==> src/rtl/mips_pkg.sv <==
// Shared loader definitions: FSM state encoding and boot stream format constants.
package mips_pkg;

  // Loader FSM states; CSUM is only reachable when the checksum trailer is built in.
  typedef enum logic [2:0] {
    CNT_HI,
    CNT_LO,
    DATA,
    CSUM,
    DONE,
    ERROR
  } loader_state_t;

  // Stream format: big-endian 16-bit word count, then 4 bytes per word.
  localparam int COUNT_BYTES    = 2;
  localparam int COUNT_W        = 8 * COUNT_BYTES;
  localparam int BYTES_PER_WORD = 4;

  // States in which the loader is willing to take a stream byte.
  function automatic logic accepts_bytes(loader_state_t s);
    return (s == CNT_HI) || (s == CNT_LO) || (s == DATA) || (s == CSUM);
  endfunction

endpackage

==> src/rtl/imem_loader_if.sv <==
// Byte stream input, instruction-memory write port and core hold/status for imem_loader.
interface imem_loader_if #(
  parameter int AW = 32
);
  logic          byte_valid;
  logic [7:0]    byte_data;
  logic          byte_ready;
  logic          imem_we;
  logic [AW-1:0] imem_waddr;
  logic [31:0]   imem_wdata;
  logic          cpu_hold;
  logic          done;
  logic          error;

  // The loader consumes the stream and drives the memory port and status.
  modport loader (
    input  byte_valid, byte_data,
    output byte_ready, imem_we, imem_waddr, imem_wdata, cpu_hold, done, error
  );

  // The byte source / system side.
  modport host (
    output byte_valid, byte_data,
    input  byte_ready, imem_we, imem_waddr, imem_wdata, cpu_hold, done, error
  );
endinterface

==> src/rtl/imem_loader_word_assembler.sv <==
// Packs accepted stream bytes into big-endian 32-bit words (first byte -> [31:24]).
module word_assembler
  import mips_pkg::*;
(
  input  logic        clk,
  input  logic        reset,
  input  logic        byte_en_i,
  input  logic [7:0]  byte_i,
  output logic        word_ready_o,
  output logic [31:0] word_o
);

  localparam int CW = $clog2(BYTES_PER_WORD);
  localparam int SW = 8 * (BYTES_PER_WORD - 1);

  logic [CW-1:0] cnt_q, cnt_d;
  logic [SW-1:0] shift_q, shift_d;

  // Shift in each accepted byte; the counter wraps naturally after the last byte of a word.
  always_comb begin
    cnt_d   = cnt_q;
    shift_d = shift_q;
    if (byte_en_i) begin
      cnt_d   = cnt_q + 1'b1;
      shift_d = {shift_q[SW-9:0], byte_i};
    end
  end

  // Byte counter and shift register.
  always_ff @(posedge clk or posedge reset) begin
    if (reset) begin
      cnt_q   <= '0;
      shift_q <= '0;
    end else begin
      cnt_q   <= cnt_d;
      shift_q <= shift_d;
    end
  end

  // The word is complete in the same cycle its final byte is presented.
  assign word_ready_o = byte_en_i && (cnt_q == CW'(BYTES_PER_WORD - 1));
  assign word_o       = {shift_q, byte_i};

endmodule

==> src/rtl/imem_loader.sv <==
// Boot-time instruction loader: receives a counted big-endian word stream, writes it to
// instruction memory at PC byte addresses and holds the core in reset until complete.
// Optional feature macro: IMEM_LOADER_CHECKSUM_EN adds a trailing XOR checksum byte.
module imem_loader
  import mips_pkg::*;
#(
  parameter int DEPTH = 256,
  parameter int AW    = 32
) (
  input logic          clk,
  input logic          reset,
  imem_loader_if.loader bus
);

  localparam int IW = $clog2(DEPTH + 1);

  loader_state_t      state_q, state_d;
  logic [COUNT_W-1:0] count_q, count_d;
  logic [COUNT_W-1:0] count_eval;
  logic [IW-1:0]      index_q, index_d;
  logic               we_q, we_d;
  logic [AW-1:0]      waddr_q, waddr_d;
  logic [31:0]        wdata_q, wdata_d;
  logic               done_q, done_d;
  logic               error_q, error_d;
  logic               hold_q, hold_d;
  logic               accept;
  logic               asm_en;
  logic               last_word;
  logic               word_ready;
  logic [31:0]        word;
`ifdef IMEM_LOADER_CHECKSUM_EN
  logic [7:0]         csum_q, csum_d;
`endif

  assign bus.byte_ready = accepts_bytes(state_q);
  assign accept         = bus.byte_valid && bus.byte_ready;
  assign asm_en         = accept && (state_q == DATA);

  word_assembler u_asm (
    .clk          (clk),
    .reset        (reset),
    .byte_en_i    (asm_en),
    .byte_i       (bus.byte_data),
    .word_ready_o (word_ready),
    .word_o       (word)
  );

  // Next-state logic: count capture, word writes, terminal decisions and release/error flags.
  always_comb begin
    state_d    = state_q;
    count_d    = count_q;
    index_d    = index_q;
    we_d       = 1'b0;
    waddr_d    = waddr_q;
    wdata_d    = wdata_q;
    count_eval = {count_q[COUNT_W-1:8], bus.byte_data};
    last_word  = (32'(index_q) + 32'd1) == 32'(count_q);
`ifdef IMEM_LOADER_CHECKSUM_EN
    csum_d     = csum_q;
`endif
    case (state_q)
      CNT_HI: begin
        if (accept) begin
          count_d = {bus.byte_data, count_q[COUNT_W-9:0]};
          state_d = CNT_LO;
        end
      end
      CNT_LO: begin
        if (accept) begin
          count_d = count_eval;
          if (count_eval == '0) begin
`ifdef IMEM_LOADER_CHECKSUM_EN
            state_d = CSUM;
`else
            state_d = DONE;
`endif
          end else if (32'(count_eval) > 32'(DEPTH)) begin
            state_d = ERROR;
          end else begin
            state_d = DATA;
          end
        end
      end
      DATA: begin
`ifdef IMEM_LOADER_CHECKSUM_EN
        if (accept) begin
          csum_d = csum_q ^ bus.byte_data;
        end
`endif
        if (word_ready) begin
          we_d    = 1'b1;
          waddr_d = AW'({index_q, 2'b00});
          wdata_d = word;
          index_d = index_q + 1'b1;
          if (last_word) begin
`ifdef IMEM_LOADER_CHECKSUM_EN
            state_d = CSUM;
`else
            state_d = DONE;
`endif
          end
        end
      end
`ifdef IMEM_LOADER_CHECKSUM_EN
      CSUM: begin
        if (accept) begin
          state_d = (bus.byte_data == csum_q) ? DONE : ERROR;
        end
      end
`endif
      default: begin
        state_d = state_q;
      end
    endcase
    // Release waits one cycle behind the final write strobe so the last word lands first.
    done_d  = (state_d == DONE) && !we_d;
    error_d = (state_d == ERROR);
    hold_d  = !done_d;
  end

  // State, counters and registered outputs.
  always_ff @(posedge clk or posedge reset) begin
    if (reset) begin
      state_q <= CNT_HI;
      count_q <= '0;
      index_q <= '0;
      we_q    <= 1'b0;
      waddr_q <= '0;
      wdata_q <= '0;
      done_q  <= 1'b0;
      error_q <= 1'b0;
      hold_q  <= 1'b1;
    end else begin
      state_q <= state_d;
      count_q <= count_d;
      index_q <= index_d;
      we_q    <= we_d;
      waddr_q <= waddr_d;
      wdata_q <= wdata_d;
      done_q  <= done_d;
      error_q <= error_d;
      hold_q  <= hold_d;
    end
  end

`ifdef IMEM_LOADER_CHECKSUM_EN
  // Running XOR of the data bytes of the current image.
  always_ff @(posedge clk or posedge reset) begin
    if (reset) begin
      csum_q <= '0;
    end else begin
      csum_q <= csum_d;
    end
  end
`endif

  assign bus.imem_we    = we_q;
  assign bus.imem_waddr = waddr_q;
  assign bus.imem_wdata = wdata_q;
  assign bus.done       = done_q;
  assign bus.error      = error_q;
  assign bus.cpu_hold   = hold_q;

endmodule

==> src/flat_wrapper.sv <==
// flat-port wrapper written by rule: the top's interface ports become plain ports
module imem_loader_flat import mips_pkg::*;
#(
  parameter int DEPTH = 256,
  parameter int AW    = 32
)
  (clk, reset, bus_byte_valid, bus_byte_data, bus_byte_ready, bus_imem_we, bus_imem_waddr, bus_imem_wdata, bus_cpu_hold, bus_done, bus_error);
  imem_loader_if #(.AW(AW)) bus_i ();
  input logic clk;
  input logic reset;
  input wire logic [$bits(bus_i.byte_valid)-1:0] bus_byte_valid;
  input wire logic [$bits(bus_i.byte_data)-1:0] bus_byte_data;
  output wire logic [$bits(bus_i.byte_ready)-1:0] bus_byte_ready;
  output wire logic [$bits(bus_i.imem_we)-1:0] bus_imem_we;
  output wire logic [$bits(bus_i.imem_waddr)-1:0] bus_imem_waddr;
  output wire logic [$bits(bus_i.imem_wdata)-1:0] bus_imem_wdata;
  output wire logic [$bits(bus_i.cpu_hold)-1:0] bus_cpu_hold;
  output wire logic [$bits(bus_i.done)-1:0] bus_done;
  output wire logic [$bits(bus_i.error)-1:0] bus_error;
  assign bus_i.byte_valid = bus_byte_valid;
  assign bus_i.byte_data = bus_byte_data;
  assign bus_byte_ready = bus_i.byte_ready;
  assign bus_imem_we = bus_i.imem_we;
  assign bus_imem_waddr = bus_i.imem_waddr;
  assign bus_imem_wdata = bus_i.imem_wdata;
  assign bus_cpu_hold = bus_i.cpu_hold;
  assign bus_done = bus_i.done;
  assign bus_error = bus_i.error;
  imem_loader #(.DEPTH(DEPTH), .AW(AW)) u_core (.clk(clk), .reset(reset), .bus(bus_i));
endmodule
==> config.mk <==
export PLATFORM = sky130hd
export DESIGN_NAME = imem_loader_flat
export DESIGN_NICKNAME = d
export VERILOG_FILES = /design/src/rtl/mips_pkg.sv /design/src/rtl/imem_loader_if.sv /design/src/rtl/imem_loader_word_assembler.sv /design/src/rtl/imem_loader.sv /design/src/flat_wrapper.sv
export SDC_FILE = /design/constraint.sdc
export NUM_CORES = 1
export LEC_CHECK = 0
export ABC_AREA = 1
export CAP_MARGIN = 20
export CELL_PAD_IN_SITES_DETAIL_PLACEMENT = 0
export CELL_PAD_IN_SITES_GLOBAL_PLACEMENT = 1
export CORE_UTILIZATION = 39
export DETAILED_ROUTE_END_ITERATION = 10
export PLACE_DENSITY_LB_ADDON = 0.1
export SETUP_SLACK_MARGIN = 0.15
export SLEW_MARGIN = 20
export SYNTH_ARGS = -nofsm -noshare
export SYNTH_HDL_FRONTEND = slang
export SYNTH_HIERARCHICAL = 1
export SYNTH_SLANG_ARGS = --single-unit
==> constraint.sdc <==
create_clock -name clk -period 3 [get_ports clk]
set_input_delay 0.9 -clock clk [delete_from_list [all_inputs] [get_ports clk]]
set_output_delay 0.9 -clock clk [all_outputs]
set_load 0.005 [all_outputs]
== Word level (Yosys, flattened, before mapping) ==
Index checks and enable logic that the tools add are counted.
Word-level totals
  latch bits: 0
  ROM bits: 0
  logic and storage cells: 51
  RAM bits: 0
  bits of input ports: 11
  bits in registers: 99
  output and inout bits: 69
  memories kept: 0
Operators by class
  bitwise gates (word level): 2
  multipliers: 0
  div/mod/pow operators: 0
  order comparisons: 1
  reductions and logical operators: 14
  equal/unequal tests: 7
  shift-type cells: 0
  muxes and demuxes: 12
  $add $sub $neg: 3
Operator list (number)
  == test 32 x 16 -> 1 bit: 1
  case mux 16 bit (2 select lines): 1
  two-way mux 3 bit: 6
  > comparator 16 x 9 -> 1 bit (second input constant): 1
  zero test 16 bit: 1
  two-way mux 16 bit: 1
  adder 9 x 1 -> 10 bit (second input constant): 1
  adder 9 x 1 -> 9 bit (second input constant): 1
  case mux 3 bit (3 select lines): 1
  two-way mux 8 bit: 1
  == test 3 x 2 -> 1 bit (second input constant): 2
  == test 3 bit (second input constant): 2
  AND reduction 3 bit: 2
  logical AND 1 bit: 4
  == test 3 x 1 -> 1 bit (second input constant): 1
  zero test 3 bit: 1
  logical OR 1 bit: 3
  adder 2 x 1 -> 2 bit (second input constant): 1
  == test 2 bit (second input constant): 1
  zero test 1 bit: 2
  two-way mux 1 bit: 2
  inverter 1 bit: 2
  AND reduction 2 bit: 1

== Longest topological paths before layout ==
  depth in word-level cells: 12
  gate-level depth with buffers: 14

== By module ==
The synthesis kept the hierarchy.
By module, submodules not included
  imem_loader: area each 3454.6 sq um, cells an instance 435, times used 1
  word_assembler: area each 1088.5 sq um, cells an instance 123, times used 1

== Worst setup path before layout ==
Ideal clock, no wire load.
  path type: input to register
  start: input port bus_byte_valid
  end: register u_core.index_q[0]
  arrival time: 2.063 ns
  cell stages on the path: 9
  buffers on the path: 3
  slack: 0.798 ns
  cells stage by stage: nand2_1 -> nor3_1 -> buf_6 -> buf_4 -> nand2_1 -> inv_1 -> nand2_1 -> clkbuf_1 -> xor2_1
On the way
  longest elaborated chain between the ends: 4
Ends and longest elaborated chain
  start: declaration: line flat_wrapper.sv:11  | input wire logic [$bits(bus_i.byte_valid)-1:0] bus_byte_valid;
  logical AND 1 bit: line imem_loader.sv:37  | assign accept = bus.byte_valid && bus.byte_ready;
  logical AND 1 bit: line imem_loader.sv:38  | assign asm_en = accept && (state_q == DATA);
  net u_core.asm_en: line imem_loader.sv:28  | logic asm_en;
  logical AND 1 bit: line imem_loader_word_assembler.sv:41  | assign word_ready_o = byte_en_i && (cnt_q == CW'(BYTES_PER_WORD - 1));
  net u_core.word_ready: line imem_loader.sv:30  | logic word_ready;
  AND reduction 2 bit (no line)
  end signal: assignment: line imem_loader.sv:137  | index_q <= index_d;
  end: declaration: line imem_loader.sv:20  | logic [IW-1:0] index_q, index_d;
The timed path passes the listed nets, and every way through them passes these cells.
A chain may end at the register's enable or synchronous reset.

== Worst setup path in the final report ==
  start: input port bus_byte_data[0]
  end: register u_core.done_q, in the netlist u_core/bus.done
On the way
  longest elaborated chain between the ends: 7
  elaborated cells between the ends (all ways): 8
  classes of those cells: 1 x order compare; 1 x eq/ne; 4 x mux; 2 x reduce/logical
Ends and longest elaborated chain
  start: declaration: line flat_wrapper.sv:12  | input wire logic [$bits(bus_i.byte_data)-1:0] bus_byte_data;
  > comparator 16 x 9 -> 1 bit: line imem_loader.sv:78  | end else if (32'(count_eval) > 32'(DEPTH)) begin
  two-way mux 3 bit: line imem_loader.sv:78
  two-way mux 3 bit (*): line imem_loader.sv:72  | if (count_eval == '0) begin
  two-way mux 3 bit (*): line imem_loader.sv:70  | if (accept) begin
  case mux 3 bit (3 select lines) (*): line imem_loader.sv:62  | case (state_q)
  net u_core.state_d[0]: line imem_loader.sv:17  | loader_state_t state_q, state_d;
  == test 3 bit (*): line imem_loader.sv:117  | done_d = (state_d == DONE) && !we_d;
  logical AND 1 bit (*): line imem_loader.sv:117
  net u_core.done_d: line imem_loader.sv:24  | logic done_q, done_d;
  end signal: assignment: line imem_loader.sv:141  | done_q <= done_d;
  end: declaration: line imem_loader.sv:24
The timed path passes the listed nets; every way through them passes the cells marked *.

==> run metrics <==
syn avg cell area 8.14 um^2; max-cap check violation count 0; Sw Share roughly a fifth; Synth Cell Area 4540 um^2; Seq/Total Area, Yosys 54.6%; TritonRoute pass-1 iters 4; Setup violations, final 0; Synth cell types 29; Boundary Pins 80; power share of the clock group a little under half; drt total wl 10.3 mm; sequential share of power between 50% and 60%; first-pass GRT wire length 17.4 mm; setup repair after global routing missed its margin false; area grow syn2layout 19.6%; Worst EP required 3.28 ns; Seq cells post-synth about 100; DRT antenna net count 0; cts bufs inserted 9; initial antenna violation count 0; worst skew pair latency 0.35 ns; Post-CTS Hold Buffers 0; Cell Pwr Density between 400 and 500 nW/um^2; Max VDD drop 0.000337 V; vias in the first global route 3464; PortBufs 56; Slew Viols, Final 0; Worst Hold Depth 2; XOR/XNOR Fraction of Synth Area 0.193%; r2r endpoint u_core/bus.cpu_hold$_DFF_PP1_; Lkg Pwr 2.81 nW; critical path class input pin to flip-flop; Compound-Gate Fraction of Synth Area 4.49%; DRT iter0 DRCs 170; fmax 429 MHz; Worst Setup EP u_core/bus.done$_DFF_PP0_; worst hold slack 0.475 ns; Synth Warn # 6; CTS resizes 0; Setup Buffers After CTS 0; WL/cell 13.7 um; Via Count approximately 3500; CP cell instances clkdlybuf4s50_1 > inv_1 > nand4_1 > nor2_1 > inv_1 > nand2_1 > nand3_1 > nand2_1 > nand2_1 > nor2_1 > nand4_1 > nor2_1; switching power total ~0.56 mW; worst r2r path cells 14; multiplexer area fraction after synthesis 0%; nature of the critical path startpoint input pin; # rows 39; Die Ht 110 um; nets 621; root buffer cell clkbuf_16; total congestion overflow 0; Clock Tree Buf Depth 2; TritonCTS clock tree done; Core ar. around 11000 um^2; Worst setup EP type flip-flop; R2R Setup Slk 0.99 ns; hold crit path type flip-flop to flip-flop; Starting Density 40.0%; gpl congestion 0.763; # diodes 0; Die X-Extent 110 um; crit path time final 2.33 ns; layout cells sized above 1 6.69%; H-tree depth 3; skew final 0.00956 ns; final hold vios 0; area share of fa/ha/maj cells after synthesis 0.551%; cells after synthesis 558; # clock sinks approximately 100; largest net degree at the start of global routing 42; Worst EP arrival 2.61 ns; status finished, final reports clean; design internal power 2.05 mW; Gate power share 2.5%; main combinational cell family by area after synthesis simple AND/OR/NAND/NOR gates; clock transition at the registers of the reported paths about 0.070 ns; reg-to-reg startpoint u_core/index_q[1]$_DFFE_PP0P_; Slowest cell on crit path clkdlybuf4s50_1; Critical Path Max Stage Delay ~0.48 ns; final setup TNS 0 ns; DIE AREA 12100 um^2; vias per std cell 4.69; DRC 0; Global Route Usage Sum 19.6%; HPWL Detailed 7.30 mm; fin crit share 77.7%; Worst Setup SP bus_byte_data[0]; Post-Synth Simple-Gate Area between 20 and 30%; CP max FO 4
## critical path: cells and delay by family
| kind | cells | cell delay [ns] |
|---|---|---|
| buf+inv | 3 | 0.69 |
| simple gates | 9 | 1.03 |
## cells in the mapped netlist
cell type	instances	area, um^2
nand3_1	22	110
ha_1	2	25.0
nand2_2	2	12.5
buf_2	4	20.0
inv_1	40	150
inv_6	1	8.76
dfstp_2	1	26.3
conb_1	1	3.75
nand3_2	1	10.0
and2_4	1	8.76
nor4_2	1	12.5
nor2_1	13	48.8
nor2_4	1	11.3
buf_6	3	33.8
nand3b_1	3	22.5
xor2_1	1	8.76
clkinv_1	1	3.75
o21bai_1	2	15.0
dfrtp_1	98	2450
nand4_1	7	43.8
a21oi_2	1	8.76
clkbuf_1	8	30.0
o21ai_0	35	175
nor2_2	4	25.0
o21ai_1	1	5.00
nor3_1	5	25.0
inv_2	1	3.75
nand2_1	265	995
buf_4	33	248
## cells by family (layout without fill, tap and decap cells)
kind of cell | Yosys count | in the layout
and+or+nand+nor | 325 | 325
DFF | 99 | 99
buffers and inverters | 91 | 124
AOI/OAI and AO/OA | 39 | 39
adders and majority gates | 2 | 2
other | 1 | 23
xor gates and xnor gates | 1 | 1
## layer usage
metal	routed length, um	vias up	GRT usage, %
met4	129	0	6.19
met5	0	-	0
met3	485	9	5.63
li1	-	1769	-
met2	4720	64	29.9
met1	5000	1704	26.8
## layout by cell type, fill, tap and decap left out, drive strengths merged, types with 5 or more instances in the layout
master,netlist,final
o21ai,36,36
nand2,267,267
conb,1,23
nor3,5,5
dfrtp,98,98
nor2,18,18
inv,42,44
buf,40,9
nand4,7,7
clkbuf,8,12
nand3,23,23
clkdlybuf4s50,0,56
## flip-flops by register name (all words and copies together) (netlist names)
register	count
u_core/bus.cpu_hold	1
u_core/bus.done	1
u_core/bus.error	1
u_core/bus.imem_waddr	9
u_core/bus.imem_wdata	32
u_core/bus.imem_we	1
u_core/count_q	16
u_core/index_q	9
u_core/state_q	3
u_core/u_asm/cnt_q	2
u_core/u_asm/shift_q	24
## final cells by class
| class | count | area (um^2) |
|---|---|---|
| inverter | 43 | 166 |
| tap | 143 | 179 |
| multi-input combinational | 390 | 1660 |
| sequential | 99 | 2480 |
| timing repair buffer | 65 | 641 |
| clock buffer | 12 | 256 |
| clock inverter | 4 | 55.1 |
| fill | 1189 | 5940 |
## stage by stage
| stage | setup slack, ns | util (%) | power [mW] | area [um^2] | std cells |
|---|---|---|---|---|---|
| 6_report | 0.668 | 47.8 | 2.61 | 5430 | 756 |
| 5_1_grt | 0.454 | 47.8 | 2.71 | 5430 | 756 |
| 4_1_cts | 0.667 | 47.8 | 2.65 | 5430 | 756 |
| 3_5_place_dp | 0.308 | 45.0 | 1.43 | 5120 | 740 |
| 3_3_place_gp | 0.345 | 45.0 | 1.43 | 5120 | 740 |
| 2_1_floorplan | 0.248 | - | 1.42 | 4630 | 580 |
## how the worst min path moves through the flow
stage                                          startpoint                               endpoint  slack, ns
CTS                  u_core/u_asm/shift_q[17]$_DFFE_PP0P_   u_core/u_asm/shift_q[17]$_DFFE_PP0P_       0.48
global route        u_core/bus.imem_wdata[27]$_DFFE_PP0P_  u_core/bus.imem_wdata[27]$_DFFE_PP0P_       0.50
detailed placement   u_core/u_asm/shift_q[22]$_DFFE_PP0P_   u_core/u_asm/shift_q[22]$_DFFE_PP0P_       0.46
floorplan            u_core/u_asm/shift_q[16]$_DFFE_PP0P_  u_core/bus.imem_wdata[24]$_DFFE_PP0P_       0.44
global placement     u_core/u_asm/shift_q[18]$_DFFE_PP0P_   u_core/u_asm/shift_q[18]$_DFFE_PP0P_       0.46
finish               u_core/u_asm/shift_q[18]$_DFFE_PP0P_   u_core/u_asm/shift_q[18]$_DFFE_PP0P_       0.47
## power by group through the flow
stage	Combinational [mW]	Sequential, mW	Clock, mW
after floorplan	0.0590	1.36	0
after global placement	0.0659	1.36	0
after detailed placement	0.0670	1.36	0
after CTS	0.0669	1.33	1.25
after global routing	0.0761	1.33	1.31
final	0.0640	1.33	1.21
Power figures use the tool's default switching activity.
==> edit (same flow settings) <==
The option `IMEM_LOADER_CHECKSUM_EN` is turned on by a define.
--- a/src/rtl/imem_loader.sv
+++ b/src/rtl/imem_loader.sv
@@ -1,6 +1,8 @@
 // Boot-time instruction loader: receives a counted big-endian word stream, writes it to
 // instruction memory at PC byte addresses and holds the core in reset until complete.
 // Optional feature macro: IMEM_LOADER_CHECKSUM_EN adds a trailing XOR checksum byte.
+`define IMEM_LOADER_CHECKSUM_EN
+
 module imem_loader
   import mips_pkg::*;
 #(
Check against the original RTL: not equivalent (a bounded check fails within 4 cycles, from zero or initial values and one cycle with reset high).
==> edit against the original RTL <==
  * Design area up 7.6%
  * Highest routed layer unchanged
  * Critical path depth down 2
  * Worst setup slack worse by 0.071 ns
  * Wire length up 0.99%
  * Sequential cell count up 8
  * Hold slack worse by 0.0042 ns
  * Total power up 6.5%
  * Area after synthesis up 8.7%
==> edit: results (changes against the original RTL) <==
[run_status]
outcome=finished, final reports clean

[final_layout]
largest_reg_flops=32  ; unchanged
drive_gt1_frac=0.0650  ; -0.00193
fillers=1237  ; +4.0%
finalNetCount=671  ; +8.1%

[worst_setup_path]
path_max_fanout=45  ; +41
cp_top_family=buffers and inverters
cpPeakStageDelay_ns=0.51  ; +0.03 ns
startpoint=bus_byte_valid
ff2ff_setup_slack_ns=1.05  ; +0.06 ns
worst-path-buf-inv=4  ; +1
crit_arrival_ns=2.66  ; +0.05 ns
r2r_start=u_core/state_q[2]$_DFF_PP0_
r2r_cells=10  ; -4
slowest_stage=clkdlybuf4s50_1

[global_routing]
gr-usage-all-layers=0.179  ; -0.0168
grt_pass1_wl_um=17800  ; +2.7%
grt_pass1_vias=3439  ; -0.72%
met3_usage=0.0281  ; -0.0283
grt_max_degree=82  ; +95%
grt_util_met2=0.249  ; -0.0494
grt.met1_usage=0.270  ; +0.00174

[power_and_ir_drop]
ir_worst_vdd_mv=0.287  ; -15%
leakagePower_nw=3.03  ; +7.9%
comb_power_share=0.028  ; +0.003
power_mw=2.78  ; +6.5%
seqPwrFrac=0.519  ; +0.007
internal_power_mw=2.21  ; +7.8%

[cts]
post_cts_buffers=0  ; unchanged
cts_made_buffers=9  ; unchanged
cts.clk_slew.worst_paths_ns=0.07  ; about the same
cts_root_buffer=clkbuf_16
clk_latency_ns=0.35  ; about the same

[min_path]
hold_class=flop to flop
hold_start=u_core/bus.imem_wdata[25]$_DFFE_PP0P_

[drt]
dr_wl_met3_um=399  ; -18%
drt-pass1-iter-count=4  ; unchanged
wl_met2_um=4310  ; -8.8%
drt-wirelength-per-cell_um=12.6  ; -8.0%
num_vias=3691  ; +4.1%
routed.top_layer=met4
first_iter_violations=198  ; +16%
m1WireLength_um=5520  ; +11%

[synthesis]
ys_seq_area_frac=0.542  ; -0.00314
synth_compound_area_frac=0.0469  ; +0.00198
yosysUniqueCellTypes=27  ; -6.9%
ys_warn_count=6  ; unchanged
synth_fa_ha_area_frac=0.00507  ; -0.000441
synth_mux_area_frac=0  ; unchanged
synth_common_cells=nand2_1, dfrtp_1, o21ai_0
synth.most_common_cell=nand2_1
synth_area_leaders=dfrtp_1, nand2_1, buf_4
synth-xor-area-share=0.0106  ; +0.00871

[sta]
relSlewSlack=0.660
skew_ns=0.00550  ; -0.00406 ns

[placed_design]
gp_congestion=0.780  ; +2.2%
hpwl_um=7260  ; -0.58%

==> edit: per-stage QoR <==
stage	cell area (um2)	cells	hold WS, ns	worst slack [ns]
after floorplan	5020	633	0.442	0.675
final	5850	830	0.471	0.598
after global placement	5530	815	0.455	0.255
after CTS	5850	830	0.475	0.576
after detailed placement	5530	815	0.458	0.211
after global routing	5850	830	0.491	0.379
==> edit: worst paths after layout <==
path                                                         endpoint
worst min register to register  u_core/bus.imem_wdata[25]$_DFFE_PP0P_
min in group asynchronous        u_core/u_asm/shift_q[21]$_DFFE_PP0P_
worst max register to register          u_core/index_q[5]$_DFFE_PP0P_
worst min-delay path            u_core/bus.imem_wdata[25]$_DFFE_PP0P_
worst max-delay path                    u_core/index_q[5]$_DFFE_PP0P_
max in group asynchronous               u_core/bus.cpu_hold$_DFF_PP1_
==> edit: layout make-up <==
cell class	count	area share
flip-flops and latches	107	0.458
multi-input cells	428	0.310
repair buffers	63	0.109
clock buffers	10	0.0409
well taps	168	0.0359
inverters	49	0.0329
clock inverters	5	0.0133
